`src/rtl/pipeline_pkg.sv`:
```
// Shared pipeline definitions: fetch FSM encoding, IF/ID payload layout and the NOP word.
package pipeline_pkg;

  localparam int unsigned XLEN = 32;
  localparam logic [XLEN-1:0] NOP_WORD = 32'h0000_0000;

  typedef enum logic [1:0] {
    FETCH_BUBBLE = 2'd0,
    FETCH_RUN    = 2'd1,
    FETCH_HALT   = 2'd2
  } fetch_state_t;

  typedef struct packed {
    logic [XLEN-1:0] instruction;
    logic [XLEN-1:0] pc_plus4;
    logic            valid;
  } if_id_t;

endpackage

```
`src/rtl/if_id_register.sv`:
```
// IF/ID pipeline register: synchronous active-low reset, flush to an empty NOP slot, load-enable.
module if_id_register
  import pipeline_pkg::*;
(
  input  logic   clk,
  input  logic   rst_n,
  input  logic   load,
  input  logic   flush,
  input  if_id_t d,
  output if_id_t q
);

  localparam if_id_t EMPTY = '{instruction: NOP_WORD, pc_plus4: '0, valid: 1'b0};

  // Flush beats load; neither asserted means hold.
  always_ff @(posedge clk) begin
    if (!rst_n) begin
      q <= EMPTY;
    end else if (flush) begin
      q <= EMPTY;
    end else if (load) begin
      q <= d;
    end
  end

endmodule

```
`src/rtl/fetch_stage.sv`:
```
// MIPS instruction-fetch stage: PC, PC+4 adder, fetch FSM (bubble/run/halt) and the IF/ID register.
module fetch_stage
  import pipeline_pkg::*;
#(
  parameter logic [XLEN-1:0] RESET_PC  = 32'h0000_0000,
  parameter logic [XLEN-1:0] HALT_WORD = 32'hFFFF_FFFF
) (
  input  logic            Clk,
  input  logic            Reset,
  input  logic            Stall,
  input  logic            Redirect,
  input  logic [XLEN-1:0] RedirectTarget,
  output logic [XLEN-1:0] IMemAddress,
  input  logic [XLEN-1:0] IMemInstruction,
  output logic [XLEN-1:0] IF_ID_Instruction,
  output logic [XLEN-1:0] IF_ID_PCPlus4,
  output logic            IF_ID_Valid,
  output logic            Halted
);

  fetch_state_t    state;
  logic [XLEN-1:0] pc;
  logic [XLEN-1:0] pc_plus4;
  logic [XLEN-1:0] redirect_pc;
  logic            halt_hit;
  logic            halted;
  logic            ifid_load_c;
  logic            ifid_flush_c;
  if_id_t          ifid_d;
  if_id_t          ifid_q;

  assign pc_plus4    = pc + XLEN'(4);
  assign redirect_pc = RedirectTarget & ~XLEN'(3);
  assign halt_hit    = (IMemInstruction == HALT_WORD);

  // PC and fetch FSM; priority Reset > Redirect > Stall > advance.
  always_ff @(posedge Clk) begin
    if (!Reset) begin
      pc     <= RESET_PC;
      state  <= FETCH_BUBBLE;
      halted <= 1'b0;
    end else if (Redirect) begin
      pc     <= redirect_pc;
      state  <= FETCH_RUN;
      halted <= 1'b0;
    end else begin
      case (state)
        FETCH_BUBBLE: state <= FETCH_RUN;
        FETCH_RUN: begin
          if (!Stall) begin
            if (halt_hit) begin
              state  <= FETCH_HALT;
              halted <= 1'b1;
            end else begin
              pc <= pc_plus4;
            end
          end
        end
        FETCH_HALT: halted <= 1'b1;
        default: begin
          state  <= FETCH_BUBBLE;
          halted <= 1'b0;
        end
      endcase
    end
  end

  // IF/ID control: HALT holds the NOP it was flushed with, so it needs neither load nor flush.
  always_comb begin
    ifid_load_c  = 1'b0;
    ifid_flush_c = 1'b0;
    if (Redirect || state == FETCH_BUBBLE) begin
      ifid_flush_c = 1'b1;
    end else if (state == FETCH_RUN && !Stall) begin
      if (halt_hit) begin
        ifid_flush_c = 1'b1;
      end else begin
        ifid_load_c = 1'b1;
      end
    end
  end

  assign ifid_d = '{instruction: IMemInstruction, pc_plus4: pc_plus4, valid: 1'b1};

  if_id_register u_if_id (
    .clk   (Clk),
    .rst_n (Reset),
    .load  (ifid_load_c),
    .flush (ifid_flush_c),
    .d     (ifid_d),
    .q     (ifid_q)
  );

  assign IMemAddress       = pc;
  assign IF_ID_Instruction = ifid_q.instruction;
  assign IF_ID_PCPlus4     = ifid_q.pc_plus4;
  assign IF_ID_Valid       = ifid_q.valid;
  assign Halted            = halted;

endmodule

```
`config.mk`:
```
export PLATFORM = sky130hd
export DESIGN_NAME = fetch_stage
export DESIGN_NICKNAME = d
export VERILOG_FILES = /design/src/rtl/pipeline_pkg.sv /design/src/rtl/if_id_register.sv /design/src/rtl/fetch_stage.sv
export SDC_FILE = /design/constraint.sdc
export NUM_CORES = 1
export LEC_CHECK = 0
export BUFFER_PORTS_ARGS = -buffer_cell sky130_fd_sc_hd__buf_4
export CAP_MARGIN = 25
export CORE_MARGIN = 3
export CORE_UTILIZATION = 50
export CTS_CLUSTER_SIZE = 25
export DETAILED_ROUTE_END_ITERATION = 10
export GPL_TIMING_DRIVEN = 0
export PLACE_DENSITY = 0.77
export REMOVE_ABC_BUFFERS = 1
export SLEW_MARGIN = 20
export SYNTH_ARGS = -nofsm -noshare
export SYNTH_HDL_FRONTEND = slang
export SYNTH_SLANG_ARGS = --single-unit
```
`constraint.sdc`:
```
create_clock -name Clk -period 2.6 [get_ports Clk]
set_clock_uncertainty 0.2 [all_clocks]
set_input_delay 0.26 -clock Clk [delete_from_list [all_inputs] [get_ports Clk]]
set_output_delay 0.26 -clock Clk [all_outputs]
set_load 0.05 [all_outputs]
```
* Word-level counts from Yosys, hierarchy flattened
Cells that the tools add are included.
Widths: inputs -> output; s select.
** Storage, ports and cells
- Register bits after elaboration :: 100
- Latch bits :: 0
- Bits in writable memories :: 0
- Bits in read-only memories :: 0
- Bits of input ports :: 68
- Memories :: 0
** Operators by class
- $add $sub $neg :: 1
- Multipliers :: 0
- Div/mod/pow operators :: 0
- Order comparisons :: 0
- Equal/unequal tests :: 10
- Shifts and indexed selects :: 0
- Muxes and demuxes :: 17
- Bitwise logic cells :: 5
- Reduce and logical (&&, ||, !) cells :: 12
** Operator list (count)
- $mux 32 :: 4
- $add 32x3->32 const B :: 1
- $eq 32x32->1 const B :: 1
- $reduce_and 3->1 :: 5
- $mux 1 :: 9
- $ne 2x2->1 const B :: 4
- $ne 3x3->1 const B :: 2
- $pmux 2 s3 :: 1
- $not 1->1 :: 5
- $mux 2 :: 2
- $reduce_or 2->1 :: 2
- $pmux 1 s3 :: 1
- $eq 2x1->1 const B :: 1
- $eq 2x2->1 const B :: 1
- $logic_not 2->1 :: 1
- $ne 2x1->1 const B :: 1
- $reduce_bool 2->1 :: 1
- $logic_and 1x1->1 :: 1
- $logic_not 1->1 :: 1
- $logic_or 1x1->1 :: 1

* Logic depth before layout (Yosys ltp)
Gate-level depths: netlist of the first run.
- Depth after elaboration :: 5
- Gate-level depth with buffers :: 9
- Gate-level depth less buffers :: 7

* Cells and area by module
From an unflattened synthesis of the first run, not the netlist that was laid out.
** Unflattened totals
- Cells, all modules :: 539
- Area, all modules :: 4996.0 um^2
** By module, submodules not included
- fetch_stage :: instances 1, cells each 329, area each 2641.3 um^2
- if_id_register :: instances 1, cells each 210, area each 2354.8 um^2

* Worst setup path after synthesis of the first run
OpenSTA, ideal clock, no wires.
- Kind :: reg-to-reg
- Start point :: register pc[2], in the netlist IMemAddress[2]
- End point :: register pc[28], in the netlist IMemAddress[28]
- Library setup time :: 0.074 ns
- Arrival time :: 2.530 ns
- Data required time :: 2.326 ns
- Setup slack :: -0.205 ns
- Stages on the path, launching flop included :: 7
- Buffers on the path :: 0
- Period minus slack after synthesis :: 2.805 ns
- Path through :: dfxtp_1 -> ha_1 -> nand4_1 -> or3_4 -> or4_4 -> or3_1 -> a31oi_1
** On the way
- Cells in the longest elaborated chain, start to end :: 5
** Ends and longest elaborated chain
- start, declared :: RTL line fetch_stage.sv:22 : logic [XLEN-1:0] pc;
- start signal, assigned :: RTL line fetch_stage.sv:43 : pc <= redirect_pc;
- start signal, assigned :: RTL line fetch_stage.sv:55 : pc <= pc_plus4;
- $add 32x3->32 :: RTL line fetch_stage.sv:32 : assign pc_plus4 = pc + XLEN'(4);
- $mux 32 :: RTL line fetch_stage.sv:51 : if (halt_hit) begin
- $mux 32 :: RTL line fetch_stage.sv:50 : if (!Stall) begin
- $mux 32 :: RTL line fetch_stage.sv:47 : case (state)
- $mux 32 :: RTL line fetch_stage.sv:42 : end else if (Redirect) begin
Every way passes these cells. The select of a mux whose other input is x is not followed.
A chain may end at the register's enable or synchronous reset.

* Worst setup path in the final report of the first run
- Start point :: register pc[3], in the netlist IMemAddress[3]
- End point :: register pc[28], in the netlist IMemAddress[28]
The elaborated chain is that of the path after synthesis.

==> results by group, run 1 <==
Final layout
  • Register area: around 0.0019 mm^2
  • # fillers: roughly 660
  • P&R area growth vs syn: 44.8%
  • # nets final: 779
  • Final Non-Filler Cells: roughly 820
  • Fin util: between 70% and 80%
  • Number of antenna repair diodes: 0
  • Multi-input gate area: 0.00253 mm^2
  • Share of layout cells above drive strength 1: 30.4%

Global route
  • Overflow after GRT: 0
  • First-pass GRT wire length: roughly 22000 um
  • All-Layer GR Usage: a little over a quarter
  • Pin count of the biggest net entering global routing: 55
  • Initial antenna violation count: 0
  • Vias in the first global route: between 4k and 5k

Setup path
  • CP Max Fanout: 5
  • RR Endpoint: IMemAddress[28]
  • Type of the worst setup path: flip-flop to flip-flop
  • Reg2reg start: IMemAddress[3]
  • Flop-to-flop setup slack: approximately 0.11 ns
  • Worst EP required: around 2.7 ns
  • Startpoint Class: flip-flop
  • Reg2reg path depth: 6
  • CP Capture Type: flip-flop
  • Crit path DAT: around 2.6 ns

Yosys
  • Cells after Synth: just over 500
  • Post-synth EDFFs: 0
  • Most numerous cell in the Yosys netlist: dfxtp_1
  • Synth Register Bits: between 90 and 100
  • Top FF cell, synth: dfxtp_1
  • Post-synth top cells: dfxtp_1 (96), nor2_1 (72), mux2i_1 (35)
  • Ys async rst share: 0%
  • Sequential share of the synthesized area: a little over two fifths
  • Distinct cells, synth: between 50 and 60
  • Largest cells by area after synthesis: dfxtp_1 (42%), mux2i_1 (7.7%), nor2_1 (5.9%)
  • Syn Area/Cell: between 8 and 9 um^2
  • Syn. warnings: 0
  • Mapped Area: ~0.0046 mm^2
  • Area fraction of the dominant cell type after synthesis: between 40% and 50%
  • Synth area leader: dfxtp_1

Floorplan
  • Initial Util: between 50% and 60%
  • Die X-Extent: around 100 um
  • Row cnt: 34
  • Ports: roughly 170
  • Die ar.: ~0.010 mm^2
  • Core area: 0.00881 mm^2
  • Die Y: 102 um

Clock tree
  • Max Root-Sink Buffers: 2
  • TritonCTS clock tree: done
  • TritonCTS Buffers: 9
  • CTS H-tree depth: 3
  • CTS root buf: clkbuf_8
  • Skew-Pair Late Insertion Delay: ~0.35 ns
  • Clk sinks: 96
  • CTS clk-pin slew, worst paths: roughly 0.10 ns

Drt
  • DR vias/cell: around 5.6
  • Vias: 4578
  • Drt wl/cell: between 15 and 20 um
  • Post-detailed-route count of antenna-violating nets: 0
  • DR iter-0 viols: 223
  • First-pass iteration count of the detailed router: 4
  • Routed WL: 13500 um
  • DRC viols: 0

STA
  • Max-slew violation count: 0
  • Final Hold Fails: 0
  • Crit share post-route: between 90% and 100%
  • Max Freq: about 400 MHz
  • Minimum clock period: about 2.5 ns
  • Least-Margin Pin Slew: around 0.91 ns
  • PnR worst setup slack: between 0.1 and 0.15 ns
  • Final Setup Violations: 0
  • Slew margin rel.: 39.2%

Pwr
  • Pwr Density: between 400 and 500 mW/mm^2
  • Pleak: 2.53 nW
  • Worst IR Drop VDD: approximately 310 uV
  • Final Power: 3.14 mW

Hold path
  • Hold path startpoint: RedirectTarget[3]
  • Worst hold-check path type: primary input to flip-flop
  • Hold Path Depth: 3
  • Hold Path Sink: IMemAddress[3]

Run
  • Max cap viols: 0

Place
  • DP Cell Count: roughly 760
  • Routability Congestion: between 0.8 and 0.9
  • Hpwl dp: 9300 um
  • Place WS: -0.576 ns
  • Port Buf Inserts: between 150 and 200

Run status
  • Status: completed
[power breakdown]
part,internal (mW),leakage [nW],total (mW),switching [mW]
logic,0.258,1.66,0.606,0.349
registers,1.51,0.782,1.58,0.0650
clock network,0.441,0.0883,0.961,0.520
[logic make-up (layout without fill, tap and decap cells)]
family          after synthesis  count (layout)  synth area share [%]
compound gates              120             120                  17.5
xor+xnor                     36              36                  6.91
fa+ha+maj                     5               5                  1.37
buf+inv                      47             244                  4.64
flops                        96              96                  42.1
mux                          35              35                  7.68
other cells                   1               4                0.0822
simple gates                170             170                  19.7
[per-layer routing]
layer  global-route usage [%]  vias up  part of all wire, %
met5                        0        -                    0
met4                     6.44        0                 0.73
met3                     4.48       12                  6.5
met2                     47.5      155                   51
met1                     31.6     2169                   42
li1                         -     2242                    -
[worst max-delay path by stage]
stage | start | to | cells after the start
2_1_floorplan | state[1] | u_if_id.q[30] | 5
6_report | IMemAddress[3] | IMemAddress[28] | 6
3_3_place_gp | state[1] | u_if_id.q[30] | 5
3_5_place_dp | IMemInstruction[18] | u_if_id.q[49] | 11
5_1_grt | IMemAddress[3] | IMemAddress[30] | 6
4_1_cts | IMemAddress[2] | IMemAddress[28] | 6
[cells in the final DEF, fill, tap and decap left out, types with 7 or more instances in the layout]
master / synthesis / final
nand2_1: 14 / 14
inv_1: 7 / 7
dlygate4sd3_1: 0 / 42
a21oi_1: 12 / 11
dfxtp_1: 96 / 95
xnor2_1: 24 / 24
a211oi_1: 32 / 32
nor3_1: 10 / 10
nand4_1: 16 / 16
nor2_1: 72 / 72
xor2_1: 12 / 12
o31ai_1: 7 / 7
clkbuf_8: 0 / 9
buf_4: 5 / 169
mux2i_1: 35 / 35
o21ai_0: 32 / 32
nand3_1: 11 / 11
a31oi_1: 14 / 14
[flip-flops by register name, indices dropped and copies added (netlist names)]
register and flops:
state 2, Halted 1, IMemAddress 30, u_if_id.q 63
[critical path, stage by stage, from the launching register on]
cell and delay (ns):
dfxtp_1 0.41, ha_4 0.19, nand4_1 0.13, or3_4 0.45
or4_4 0.55, or3_1 0.32, a31oi_1 0.17
[per-stage QoR]
step	hold WS (ns)	TNS, ns	instance area (um^2)
after floorplan	0.191	-843.03	4390
after global placement	0.253	-1175.73	5720
after detailed placement	0.283	-15.42	5880
after CTS	0.000951	0	6550
after global routing	0.0198	-0.00976	6610
final	0.00338	0	6610
[layout make-up]
type	count	area share, %
flip-flops and latches	96	29.1
clock buffers	10	1.93
multi-input cells	370	38.4
well taps	108	2.05
clock inverters	5	0.890
repair buffers	221	27.2
inverters	8	0.474
[repair_timing]
action | 4_1_cts | 5_1_grt
gates resized for setup | 8 | 11
pin swaps | 1 | 1
setup buffers | 2 | 3
hold buffers | 42 | 0
endpoints found under the setup margin | 50 | 26
hold endpoints to repair | 42 | 0
(Power assumes the default switching activity.)
==> run 2, diff against run 1 <==
- PLACE_DENSITY: 0.77 -> not set
- PLACE_DENSITY_LB_ADDON: not set -> 0.15
==> run 2 against run 1 <==
  * Flip-flop and latch count stayed put
  * Cell area is 1.2% higher
  * Via count is 1.0% lower
  * Sequential power hardly changed
  * Global-route usage is 0.41 points higher
  * Cell count is 0.24% higher
  * Critical path depth stayed put
  * Combinational power is 1% higher
  * Worst setup slack worse by 0.015 ns
  * Critical path type unchanged
==> results by group, run 2 (synthesis gave the netlist of run 1 again) <==
Floorplan
  • Core area: 0.00881 mm^2 (unchanged)
  • Initial Util: 51.8% (unchanged)
  • Die Y: 102 um (unchanged)
  • Row cnt: 34 (unchanged)
  • Ports: 166 (unchanged)
  • Die ar.: 0.0103 mm^2 (unchanged)
  • Die X-Extent: 102 um (unchanged)

Final layout
  • # nets final: 783 (+0.51%)
  • Largest register FFs: 63 (unchanged)
  • Most common cell after layout, fill and taps aside: buf_4
  • Number of antenna repair diodes: 0 (unchanged)
  • Share of layout cells above drive strength 1: 30.5% (+0.055 points)
  • Most frequent cells in the layout: buf_4 (167), dfxtp_1 (93), nor2_1 (72)
  • Reg with most FFs: u_if_id.q
  • P&R area growth vs syn: 46.5%

Setup path
  • CP Capture Type: flip-flop
  • Crit path DAT: 2.59 ns (+0.02 ns)
  • Flop-to-flop setup slack: 0.09 ns (about the same)
  • Worst EP required: 2.69 ns (about the same)
  • CP Max Fanout: 5 (unchanged)
  • Crit-path cells: ha_4 > nand4_1 > or3_4 > or4_4 > or3_1 > a31oi_1
  • Type of the worst setup path: flip-flop to flip-flop
  • Largest stage delay, worst path: 0.55 ns (about the same)
  • Reg2reg path depth: 6 (unchanged)
  • Slowest cell on crit path: or4_4
  • RR Endpoint: IMemAddress[28]
  • Reg2reg start: IMemAddress[2]
  • Startpoint Class: flip-flop

STA
  • Setup TNS: 0 ns (unchanged)
  • Slew margin rel.: 40.9% (+1.7 points)
  • Final Setup Violations: 0 (unchanged)
  • Final Hold Fails: 0 (unchanged)
  • Crit share post-route: 96.4% (+0.56 points)
  • Max Freq: 399 MHz (-0.58%)
  • Least-Margin Pin Slew: 0.886 ns (-0.0262 ns)
  • Max-slew violation count: 0 (unchanged)
  • Minimum clock period: 2.51 ns (+0.0146 ns)
  • RSZ-0062 raised after global routing: false

Clock tree
  • CTS H-tree depth: 3 (unchanged)
  • CTS clk-pin slew, worst paths: 0.10 ns (about the same)
  • TritonCTS Buffers: 9 (unchanged)
  • Max Root-Sink Buffers: 2 (unchanged)
  • TritonCTS clock tree: done
  • Skew-Pair Late Insertion Delay: 0.36 ns (about the same)
  • CTS root buf: clkbuf_8
  • Clk sinks: 96 (unchanged)

Drt
  • Vias: 4530 (-1.0%)
  • Drt wl/cell: 16.6 um (+0.95%)
  • Routed WL: 13600 um (+1.2%)
  • Post-detailed-route count of antenna-violating nets: 0 (unchanged)
  • DR iter-0 viols: 206 (-7.6%)
  • DR vias/cell: 5.52 (-1.3%)
  • DRC viols: 0 (unchanged)
  • First-pass iteration count of the detailed router: 4 (unchanged)

Global route
  • Pin count of the biggest net entering global routing: 55 (unchanged)
  • Overflow after GRT: 0 (unchanged)
  • First-pass GRT wire length: 21900 um (+1.3%)
  • Initial antenna violation count: 0 (unchanged)
  • Vias in the first global route: 4540 (+1.2%)
  • All-Layer GR Usage: 26.4% (+0.41 points)

Pwr
  • Final Power: 3.42 mW (+8.7%)
  • Pleak: 2.57 nW (+1.4%)
  • Worst IR Drop VDD: 316 uV (+3.1%)
  • Pwr Density: 511 mW/mm^2 (+7.4%)

Run status
  • Status: completed

Place
  • Hpwl dp: 9390 um (+0.94%)
  • Routability Congestion: 0.792 (-1.1%)
  • Port Buf Inserts: 159 (unchanged)

Run
  • Max cap viols: 0 (unchanged)

Hold path
  • Worst hold-check path type: primary input to flip-flop
  • Hold Path Depth: 3 (unchanged)
  • Hold path startpoint: RedirectTarget[3]
  • Hold Path Sink: IMemAddress[3]
## run 2: layer usage
layer	vias up	global-route usage [%]	part of all wire (%)
met3	16	4.41	6.1
met2	144	47.5	51
met1	2108	32.1	42
met5	-	0	0
li1	2262	-	-
met4	0	8.38	0.95
## run 2: critical path: cells and delay by family (launching register included)
family | cells | cell delay, ns
adder cells (fa/ha/maj) | 1 | 0.19
AND/OR/NAND/NOR | 4 | 1.48
flip-flops | 1 | 0.40
AO/OA/AOI/OAI | 1 | 0.16
## run 2: where the power goes
group	internal [mW]	leakage, nW	total, mW	switching [mW]
clock	0.721	0.121	1.23	0.505
combinational	0.263	1.67	0.614	0.351
sequential	1.51	0.782	1.58	0.0648
## run 2: timing repair
action,CTS,global route
setup buffers,1,2
pin swaps,1,1
endpoints found under the hold margin,46,0
endpoints found under the setup margin,32,23
hold buffers,46,0
gates resized for setup,9,8
## run 2: worst max path at each step
stage	from	endpoint	slack, ns	depth (start not counted)
after floorplan	state[1]	u_if_id.q[30]	-13.54	5
after global placement	state[1]	u_if_id.q[30]	-19.08	5
after detailed placement	IMemInstruction[3]	u_if_id.q[30]	-0.39	9
after CTS	state[1]	u_if_id.q[47]	0.005	10
after global routing	IMemAddress[4]	IMemAddress[21]	0.005	5
final	IMemAddress[2]	IMemAddress[28]	0.09	6
## run 2: area by class of cell
class	instances	area, um^2
clock buffers	9	124
clock inverters	4	120
fillers	652	2120
inverters	8	31.3
multi-input cells	370	2520
flip-flops and latches	96	1930
well taps	108	135
repair buffers	225	1830
## run 2: per-stage QoR
| stage | utilization (%) | std cells | setup slack [ns] | area, um^2 | hold WS [ns] |
|---|---|---|---|---|---|
| finish | 75.9 | 820 | 0.0932 | 6680 | 0.0235 |
| global route | 75.9 | 820 | 0.00454 | 6680 | 0.0154 |
| CTS | 75.5 | 820 | 0.00466 | 6650 | 0.00561 |
| detailed placement | 66.9 | 760 | -0.394 | 5890 | 0.265 |
| global placement | 65.0 | 741 | -19.08 | 5720 | 0.251 |
| floorplan | - | 474 | -13.54 | 4390 | 0.191 |
